<file path="config.mk">
export PLATFORM = sky130hd
export DESIGN_NAME = vga_sync_gen
export DESIGN_NICKNAME = d
export VERILOG_FILES = /design/src/rtl/vga_timing_pkg.sv /design/src/rtl/vga_axis_counter.sv /design/src/rtl/vga_sync_gen.sv
export SDC_FILE = /design/constraint.sdc
export NUM_CORES = 1
export LEC_CHECK = 0
export CAP_MARGIN = 20
export CORE_MARGIN = 2
export CORE_UTILIZATION = 64
export CTS_CLUSTER_DIAMETER = 200
export DETAILED_ROUTE_END_ITERATION = 6
export DONT_BUFFER_PORTS = 1
export MAX_ROUTING_LAYER = met4
export PLACE_DENSITY = 0.77
export SKIP_CTS_REPAIR_TIMING = 1
export SLEW_MARGIN = 30
export SYNTH_ARGS = -nofsm -noshare
export SYNTH_HDL_FRONTEND = slang
export SYNTH_SLANG_ARGS = --single-unit
</file>
<file path="constraint.sdc">
create_clock -name clk -period 3.7 [get_ports clk]
set_input_delay 1.11 -clock clk [delete_from_list [all_inputs] [get_ports clk]]
set_output_delay 1.11 -clock clk [all_outputs]
set_load 0.05 [all_outputs]
</file>
<file path="src/rtl/vga_timing_pkg.sv">
// Shared raster timing for the 640x480@60 VGA path.
// Holds the default porch/sync constants and the sync bundle consumed by renderers.
package vga_timing_pkg;

    localparam int POS_W = 10;

    localparam int VGA_H_DISPLAY = 640;
    localparam int VGA_H_FRONT   = 16;
    localparam int VGA_H_SYNC    = 96;
    localparam int VGA_H_BACK    = 48;
    localparam int VGA_V_DISPLAY = 480;
    localparam int VGA_V_FRONT   = 10;
    localparam int VGA_V_SYNC    = 2;
    localparam int VGA_V_BACK    = 33;

    localparam int VGA_H_TOTAL = VGA_H_DISPLAY + VGA_H_FRONT + VGA_H_SYNC + VGA_H_BACK;
    localparam int VGA_V_TOTAL = VGA_V_DISPLAY + VGA_V_FRONT + VGA_V_SYNC + VGA_V_BACK;

    // Sync windows are half-open: [START, END)
    localparam int VGA_H_SYNC_START = VGA_H_DISPLAY + VGA_H_FRONT;
    localparam int VGA_H_SYNC_END   = VGA_H_SYNC_START + VGA_H_SYNC;
    localparam int VGA_V_SYNC_START = VGA_V_DISPLAY + VGA_V_FRONT;
    localparam int VGA_V_SYNC_END   = VGA_V_SYNC_START + VGA_V_SYNC;

    typedef struct packed {
        logic [POS_W-1:0] hpos;
        logic [POS_W-1:0] vpos;
        logic             hsync;
        logic             vsync;
        logic             display_on;
    } vga_sync_t;

endpackage

</file>
<file path="src/rtl/vga_axis_counter.sv">
// One raster axis: wrapping position counter with registered sync and active flags.
// sync/active are computed from the next position so they line up with pos.
module vga_axis_counter
    import vga_timing_pkg::*;
#(
    parameter int DISPLAY = VGA_H_DISPLAY,
    parameter int FRONT   = VGA_H_FRONT,
    parameter int SYNC    = VGA_H_SYNC,
    parameter int BACK    = VGA_H_BACK,
    parameter bit POL     = 1'b0
) (
    input  logic             clk,
    input  logic             rst_n,
    input  logic             step,
    output logic [POS_W-1:0] pos,
    output logic             sync,
    output logic             active,
    output logic             wrap
);

    localparam int TOTAL    = DISPLAY + FRONT + SYNC + BACK;
    localparam int SYNC_LO  = DISPLAY + FRONT;
    localparam int SYNC_HI  = DISPLAY + FRONT + SYNC;
    localparam logic [POS_W-1:0] LAST   = TOTAL[POS_W-1:0] - 1'b1;
    localparam logic [POS_W:0]   DISP_L = DISPLAY[POS_W:0];
    localparam logic [POS_W:0]   SYNC_L = SYNC_LO[POS_W:0];
    localparam logic [POS_W:0]   SYNC_H = SYNC_HI[POS_W:0];

    logic [POS_W-1:0] pos_reg, pos_next;
    logic             sync_reg, active_reg;
    logic             in_sync_next;

    assign wrap = (pos_reg == LAST);

    always_comb begin
        pos_next = pos_reg;
        if (step) begin
            pos_next = wrap ? '0 : pos_reg + 1'b1;
        end
        in_sync_next = ({1'b0, pos_next} >= SYNC_L) && ({1'b0, pos_next} < SYNC_H);
    end

    always_ff @(posedge clk or negedge rst_n) begin
        if (!rst_n) begin
            pos_reg    <= LAST;
            sync_reg   <= ~POL;
            active_reg <= 1'b0;
        end else begin
            pos_reg    <= pos_next;
            sync_reg   <= in_sync_next ? POL : ~POL;
            active_reg <= ({1'b0, pos_next} < DISP_L);
        end
    end

    assign pos    = pos_reg;
    assign sync   = sync_reg;
    assign active = active_reg;

endmodule

</file>
<file path="src/rtl/vga_sync_gen.sv">
// VGA raster timing generator: pixel position, syncs, display enable, line/frame strobes.
// All outputs are registered from next-position logic so they describe the same pixel.
module vga_sync_gen
    import vga_timing_pkg::*;
#(
    parameter int H_DISPLAY = VGA_H_DISPLAY,
    parameter int H_FRONT   = VGA_H_FRONT,
    parameter int H_SYNC    = VGA_H_SYNC,
    parameter int H_BACK    = VGA_H_BACK,
    parameter int V_DISPLAY = VGA_V_DISPLAY,
    parameter int V_FRONT   = VGA_V_FRONT,
    parameter int V_SYNC    = VGA_V_SYNC,
    parameter int V_BACK    = VGA_V_BACK,
    parameter bit HSYNC_POL = 1'b0,
    parameter bit VSYNC_POL = 1'b0,
    parameter int FRAME_W   = 8
) (
    input  logic               clk,
    input  logic               rst_n,
    input  logic               ena,
    output logic [POS_W-1:0]   hpos,
    output logic [POS_W-1:0]   vpos,
    output logic               hsync,
    output logic               vsync,
    output logic               display_on,
    output logic               line_start,
    output logic               frame_start,
    output logic [FRAME_W-1:0] frame_cnt
);

    localparam logic [POS_W:0] H_LIM = H_DISPLAY[POS_W:0];
    localparam logic [POS_W:0] V_LIM = V_DISPLAY[POS_W:0];

    logic               h_wrap, v_wrap, h_active, v_active, v_step;
    logic [POS_W-1:0]   hpos_next, vpos_next;
    logic               display_on_reg, display_on_next;
    logic               line_start_reg, frame_start_reg, at_origin;
    logic [FRAME_W-1:0] frame_cnt_reg;

    assign v_step = ena & h_wrap;

    vga_axis_counter #(
        .DISPLAY(H_DISPLAY), .FRONT(H_FRONT), .SYNC(H_SYNC), .BACK(H_BACK), .POL(HSYNC_POL)
    ) u_h_axis (
        .clk(clk), .rst_n(rst_n), .step(ena),
        .pos(hpos), .sync(hsync), .active(h_active), .wrap(h_wrap)
    );

    vga_axis_counter #(
        .DISPLAY(V_DISPLAY), .FRONT(V_FRONT), .SYNC(V_SYNC), .BACK(V_BACK), .POL(VSYNC_POL)
    ) u_v_axis (
        .clk(clk), .rst_n(rst_n), .step(v_step),
        .pos(vpos), .sync(vsync), .active(v_active), .wrap(v_wrap)
    );

    // While frozen the axis flags already describe the held pixel.
    always_comb begin
        hpos_next = hpos;
        vpos_next = vpos;
        if (ena) begin
            hpos_next = h_wrap ? '0 : hpos + 1'b1;
        end
        if (v_step) begin
            vpos_next = v_wrap ? '0 : vpos + 1'b1;
        end
        at_origin       = v_step & v_wrap;
        display_on_next = h_active & v_active;
        if (ena) begin
            display_on_next = ({1'b0, hpos_next} < H_LIM) && ({1'b0, vpos_next} < V_LIM);
        end
    end

    always_ff @(posedge clk or negedge rst_n) begin
        if (!rst_n) begin
            display_on_reg  <= 1'b0;
            line_start_reg  <= 1'b0;
            frame_start_reg <= 1'b0;
            frame_cnt_reg   <= '0;
        end else begin
            display_on_reg  <= display_on_next;
            line_start_reg  <= v_step;
            frame_start_reg <= at_origin;
            if (at_origin) begin
                frame_cnt_reg <= frame_cnt_reg + 1'b1;
            end
        end
    end

    assign display_on  = display_on_reg;
    assign line_start  = line_start_reg;
    assign frame_start = frame_start_reg;
    assign frame_cnt   = frame_cnt_reg;

endmodule
</file>
## Yosys cells after proc, flatten, opt, wreduce, memory -nomap -nowiden

Index checks and enable logic that the tools add are counted.

| storage, ports and cells | value |
|---|---|
| bits in registers | 35 |
| input bits | 3 |
| word-level logic and storage cells | 34 |

| cells by class | value |
|---|---|
| add/subtract/negate cells | 3 |
| order comparisons | 6 |
| equal/unequal tests | 2 |
| mux-type cells | 7 |
| bitwise gates (word level) | 3 |
| reductions and logical operators | 3 |

Operators with widths:

| cell | number |
|---|---|
| two-way mux 10 bit | 4 |
| adder 10 x 1 -> 10 bit (second input constant) | 2 |
| equality test 10 bit (second input constant) | 2 |
| less-than comparator 10 bit (second input constant) | 2 |
| less-than comparator 10 x 9 -> 1 bit (second input constant) | 2 |
| greater-or-equal comparator 10 bit (second input constant) | 1 |
| greater-or-equal comparator 10 x 9 -> 1 bit (second input constant) | 1 |
| adder 8 x 1 -> 8 bit (second input constant) | 1 |
| bitwise AND 1 bit | 3 |
| logical AND 1 bit | 3 |
| two-way mux 1 bit | 3 |

## Depth between registers and ports, before layout

| depth | value |
|---|---|
| word-level depth | 6 |
| gate-level depth with buffers | 9 |
| depth with buffers taken out | 8 |

## Hierarchy

A second synthesis with hierarchy kept.

| unflattened totals | value |
|---|---|
| cells, all modules | 199 |
| area, all modules | 1,955.6 µm² |

By module, submodules not included:

| module | instances | cells each | area each (µm²) | seq. area each (µm²) |
|---|---|---|---|---|
| vga_axis_counter (u_v_axis) | 1 | 73 | 695.7 | 305.3 |
| vga_axis_counter (u_h_axis) | 1 | 71 | 694.4 | 310.3 |
| vga_sync_gen | 1 | 55 | 565.5 | 275.3 |

## Worst setup path before layout

No wires, ideal clock.

| timing path | value |
|---|---|
| path kind | input to register |
| from | input ena |
| to | register display_on_reg, in the netlist display_on |
| arrival time | 2,398 ps |
| slack | 1,163 ps |
| stages | 6 |
| buffers on the path | 0 |
| path through | nand4_1 or4_4 nor2_2 xor2_1 o2111a_1 o32ai_1 |

| between the ends | value |
|---|---|
| longest elaborated chain between the ends | 5 |
| elaborated cells between the ends (all ways) | 7 |
| classes of those cells | order compare (2); mux (3); bitwise (1); reduce/logical (1) |

RTL lines:

| item | RTL line | text |
|---|---|---|
| start, declared | vga_sync_gen.sv:20 | `input logic ena,` |
| bitwise AND 1 bit | vga_sync_gen.sv:40 | `assign v_step = ena & h_wrap;` |
| two-way mux 10 bit | -- |  |
| named net u_v_axis.pos_next[5] | vga_axis_counter.sv:29 | `logic [POS_W-1:0] pos_reg, pos_next;` |
| less-than comparator 10 x 9 -> 1 bit | vga_sync_gen.sv:69 | `display_on_next = ({1'b0, hpos_next} < H_LIM) && ({1'b0, vpos_next} < V_LIM);` |
| logical AND 1 bit | vga_sync_gen.sv:69 |  |
| two-way mux 1 bit | vga_sync_gen.sv:68 | `if (ena) begin` |
| named net display_on_next | vga_sync_gen.sv:36 | `logic display_on_reg, display_on_next;` |
| end signal, assigned | vga_sync_gen.sv:80 | `display_on_reg <= display_on_next;` |
| end, declared | vga_sync_gen.sv:36 |  |

The timed path passes the listed nets, and every way through them passes these cells.
A chain may end at the register's enable or synchronous reset.

## Final worst setup path

| timing path | value |
|---|---|
| from | register u_h_axis.pos_reg[1], in the netlist u_h_axis.pos[1] |
| to | register display_on_reg, in the netlist display_on |

| between the ends | value |
|---|---|
| longest elaborated chain between the ends | 6 |
| elaborated cells between the ends (all ways) | 10 |
| classes of those cells | add/sub (1); order compare (2); eq/ne (1); mux (4); bitwise (1); reduce/logical (1) |

RTL lines:

| item | RTL line | text |
|---|---|---|
| start, declared | vga_axis_counter.sv:29 |  |
| start signal, assigned | vga_axis_counter.sv:49 | `pos_reg <= pos_next;` |
| equality test 10 bit | vga_axis_counter.sv:33 | `assign wrap = (pos_reg == LAST);` |
| bitwise AND 1 bit | vga_sync_gen.sv:40 |  |
| two-way mux 10 bit | -- |  |
| named net u_v_axis.pos_next[6] | vga_axis_counter.sv:29 |  |
| less-than comparator 10 x 9 -> 1 bit | vga_sync_gen.sv:69 |  |
| logical AND 1 bit | vga_sync_gen.sv:69 |  |
| two-way mux 1 bit | vga_sync_gen.sv:68 |  |
| named net display_on_next | vga_sync_gen.sv:36 |  |

The timed path passes the listed nets, and every way through them passes these cells.

==> impl_table.tex <==
\begin{tabular}{lr}
\hline
Metric & Value \\
\hline
\multicolumn{2}{l}{\textbf{Route}} \\
\quad Wire per inst & 17.4 um \\
\quad Overall via count from detail\_route & about 1200 \\
\quad Count of antenna-violating nets left after detailed routing & 0 \\
\quad Initial DRC count & 43 \\
\quad Ratio of routed vias to standard cells & 6.19 \\
\quad DR pass1 iterations & 4 \\
\quad DR DRC count & 0 \\
\quad Final WL & 3330 um \\
\multicolumn{2}{l}{\textbf{Yosys}} \\
\quad Commonest cells in the synthesized netlist & sky130\_fd\_sc\_hd\_\_dfrtp\_1 (23), sky130\_fd\_sc\_hd\_\_nand2\_1 (14), sky130\_fd\_sc\_hd\_\_nor2\_1 (14), sky130\_fd\_sc\_hd\_\_dfstp\_2 (12), sky130\_fd\_sc\_hd\_\_xnor2\_1 (12) \\
\quad Number of flops mapped to enable cells by yosys & 0 \\
\quad Main synth FF type & sky130\_fd\_sc\_hd\_\_dfrtp\_1 \\
\quad Count of yosys warnings during synthesis & 0 \\
\quad Yosys cell types & 36 \\
\quad Post-synthesis cell count & 155 \\
\quad Sequential area share after synthesis & a little over half \\
\quad Cell accounting for the most synthesized area & sky130\_fd\_sc\_hd\_\_dfrtp\_1 \\
\quad Leading cell types by total area after synthesis & sky130\_fd\_sc\_hd\_\_dfrtp\_1 (34\%), sky130\_fd\_sc\_hd\_\_dfstp\_2 (19\%), sky130\_fd\_sc\_hd\_\_xnor2\_1 (6.2\%) \\
\quad Top-count cell post-synth & sky130\_fd\_sc\_hd\_\_dfrtp\_1 \\
\quad Post-synthesis instance area & 1700 um2 \\
\quad Number of storage elements in the synthesis netlist & 35 \\
\quad Share of Yosys cell area claimed by the top area cell type & 33.8\% \\
\quad Share of synthesized flip-flops with an asynchronous set or reset & 100\% \\
\quad Net count after synthesis & 162 \\
\quad Average cell area after synthesis & 11.0 um2 \\
\multicolumn{2}{l}{\textbf{Finish}} \\
\quad Fill count & 170 \\
\quad Ant diodes & 0 \\
\quad Share of cells above drive strength 1 & 18.6\% \\
\quad Final non-filler cell area & about 1800 um2 \\
\quad Total area of sequential cells & 891 um2 \\
\quad Synth-to-Final Area Change & 6.62\% \\
\quad Multi-input logic area & between 700 and 800 um2 \\
\quad NumNets Final & 167 \\
\multicolumn{2}{l}{\textbf{Global routing}} \\
\quad Initial antenna violation count & 0 \\
\quad Via count of the first global-routing pass & 1205 \\
\quad Overall track demand over capacity in global routing & between 20\% and 30\% \\
\quad Largest net degree at the start of global routing & 36 \\
\quad First-pass GRT wire length & 5820 um \\
\quad Total overflow reported by the global router & 0 \\
\multicolumn{2}{l}{\textbf{STA}} \\
\quad RSZ-0062 raised after global routing & no \\
\quad Total Neg Setup Slack & 0 ps \\
\quad Min Clock Period, post-route & 2740 ps \\
\quad Transition time at the pin with the least slew margin & 695 ps \\
\quad Skew final & between 9 and 10 ps \\
\quad F\_max & 365 MHz \\
\quad Fraction of the cycle the final worst path needs & 74.0\% \\
\quad Endpoints failing hold & 0 \\
\quad Final-report max-slew violation count & 0 \\
\quad Setup-failing EPs final & 0 \\
\quad Relative slew slack & between 50\% and 60\% \\
\multicolumn{2}{l}{\textbf{Setup path}} \\
\quad Startpoint of the most critical register-to-register path & u\_h\_axis.pos[1] \\
\quad Type of the worst setup path & reg -> reg \\
\quad Launching element of the worst setup path & u\_h\_axis.pos[1] \\
\quad Critical path endpoint category & flip-flop \\
\quad Worst setup SP type & flip-flop \\
\quad Required time at the endpoint of the critical path & between 3000 and 4000 ps \\
\quad Crit path DAT & 2980 ps \\
\quad Max FO, Critical Path & 11 \\
\multicolumn{2}{l}{\textbf{Floorplanning}} \\
\quad Total Die Area & 3090 um2 \\
\quad Floorplan die width & around 56 um \\
\quad Boundary pin count & 36 \\
\quad Die outline height & $\sim$56 um \\
\quad Starting Density & 68.1\% \\
\quad Area of the core & $\sim$2500 um2 \\
\quad Total number of placement rows & 18 \\
\multicolumn{2}{l}{\textbf{Placement}} \\
\quad Instance area at placement & 1730 um2 \\
\quad Number of buffers added on ports & 0 \\
\quad Final HPWL from detailed placement & 2320 um \\
\quad RD Place Congestion & 0.781 \\
\multicolumn{2}{l}{\textbf{Clock tree}} \\
\quad Clock latency on the worst-skew pair & $\sim$340 ps \\
\quad CTS buffer count & 5 \\
\quad Buffer type at the clock tree root & sky130\_fd\_sc\_hd\_\_clkbuf\_4 \\
\quad CTS tree & done \\
\quad Maximum clock insertion buffer count & 2 \\
\quad Clock tree sinks & 35 \\
\quad Level count of the clock H-tree & 2 \\
\quad Clock slew seen by the registers of the worst setup and hold paths & 110 ps \\
\multicolumn{2}{l}{\textbf{Pwr}} \\
\quad Power per standard cell area & 515 nW/um2 \\
\quad Worst vdd rail ir drop & 0.507 mV \\
\quad Design Power & roughly 0.93 mW \\
\quad Leakage power summed over all cells & 0.813 nW \\
\multicolumn{2}{l}{\textbf{Status}} \\
\quad Result of the run & finished clean \\
\multicolumn{2}{l}{\textbf{Job}} \\
\quad Total of max-cap violations & 0 \\
\multicolumn{2}{l}{\textbf{Worst hold path}} \\
\quad Hold Crit Class & in -> async \\
\hline
\end{tabular}
## layer usage
metal | track usage (%) | vias up | share of wire, %
li1 | - | 554 | -
met1 | 29.2 | 581 | 42
met2 | 39.5 | 40 | 51
met3 | 9.60 | 8 | 6.1
met4 | 8.01 | 0 | 1.4
met5 | - | - | 0
## critical path: stages (launching register included)
cell                       delay (ps)
sky130_fd_sc_hd__dfstp_2          740
sky130_fd_sc_hd__ha_1             320
sky130_fd_sc_hd__nand2b_1         140
sky130_fd_sc_hd__or3_4            450
sky130_fd_sc_hd__inv_1            260
sky130_fd_sc_hd__nand2_1          110
sky130_fd_sc_hd__xnor2_1          160
sky130_fd_sc_hd__o2111a_1         200
sky130_fd_sc_hd__o32ai_1          280
## cell families (layout without fill, tap and decap cells)
family,count (synthesis),after routing,share of synthesized area [%]
and+or+nand+nor,75,75,26.3
DFF,35,35,52.4
xor gates and xnor gates,21,21,10.8
AOI/OAI and AO/OA,11,11,4.19
buffers and inverters,6,12,1.54
adders and majority gates,4,4,2.94
muxes,3,3,1.84
## layout make-up
type | count | area share, %
Inverter | 4 | 0.828
Sequential cell | 35 | 49.1
Clock inverter | 2 | 1.93
Tap cell | 30 | 2.07
Multi-Input combinational cell | 114 | 43.2
Clock buffer | 6 | 2.83
## layout by cell type (no fill, tap or decap), drive strengths merged
cell type,n
nand4,11
nand3,10
ha,4
nor2,16
o211ai,1
or4,2
nor4b,1
a22o,1
nand2,15
o32ai,1
a21oi,1
clkinv,1
dfrtp,23
mux2,1
bufinv,1
clkbuf,6
or3,6
nand4bb,1
nor3b,1
and3,4
o21ai,6
xor2,9
xnor2,12
nor3,2
mux2i,2
dfstp,12
nor2b,1
and2,3
inv,4
o2111a,1
nand2b,2
## where the power goes
group | total (mW) | switching (mW) | internal, mW
clock | 0.287 | 0.127 | 0.160
sequential | 0.576 | 0.146 | 0.430
combinational | 0.0727 | 0.0383 | 0.0344
## final timing paths
path | cells past startpoint | slack, ps | end
worst max-delay path | 8 | 960 | display_on
worst min-delay path | 0 | 440 | u_v_axis.pos[5]
worst max register to register | 8 | 960 | display_on
worst min register to register | 2 | 530 | display_on
max in group asynchronous | 0 | 3060 | u_h_axis.pos[9]
min in group clk | 2 | 530 | display_on
## stage by stage
stage	util [%]	setup WS [ps]	instances	hold WS (ps)
floorplan	-	1160	155	487
global placement	69.1	962	183	515
detailed placement	69.1	896	183	521
CTS	72.6	957	191	437
global route	72.6	738	191	420
finish	72.6	963	191	445
No activity file was read; power rests on OpenSTA's default activity.
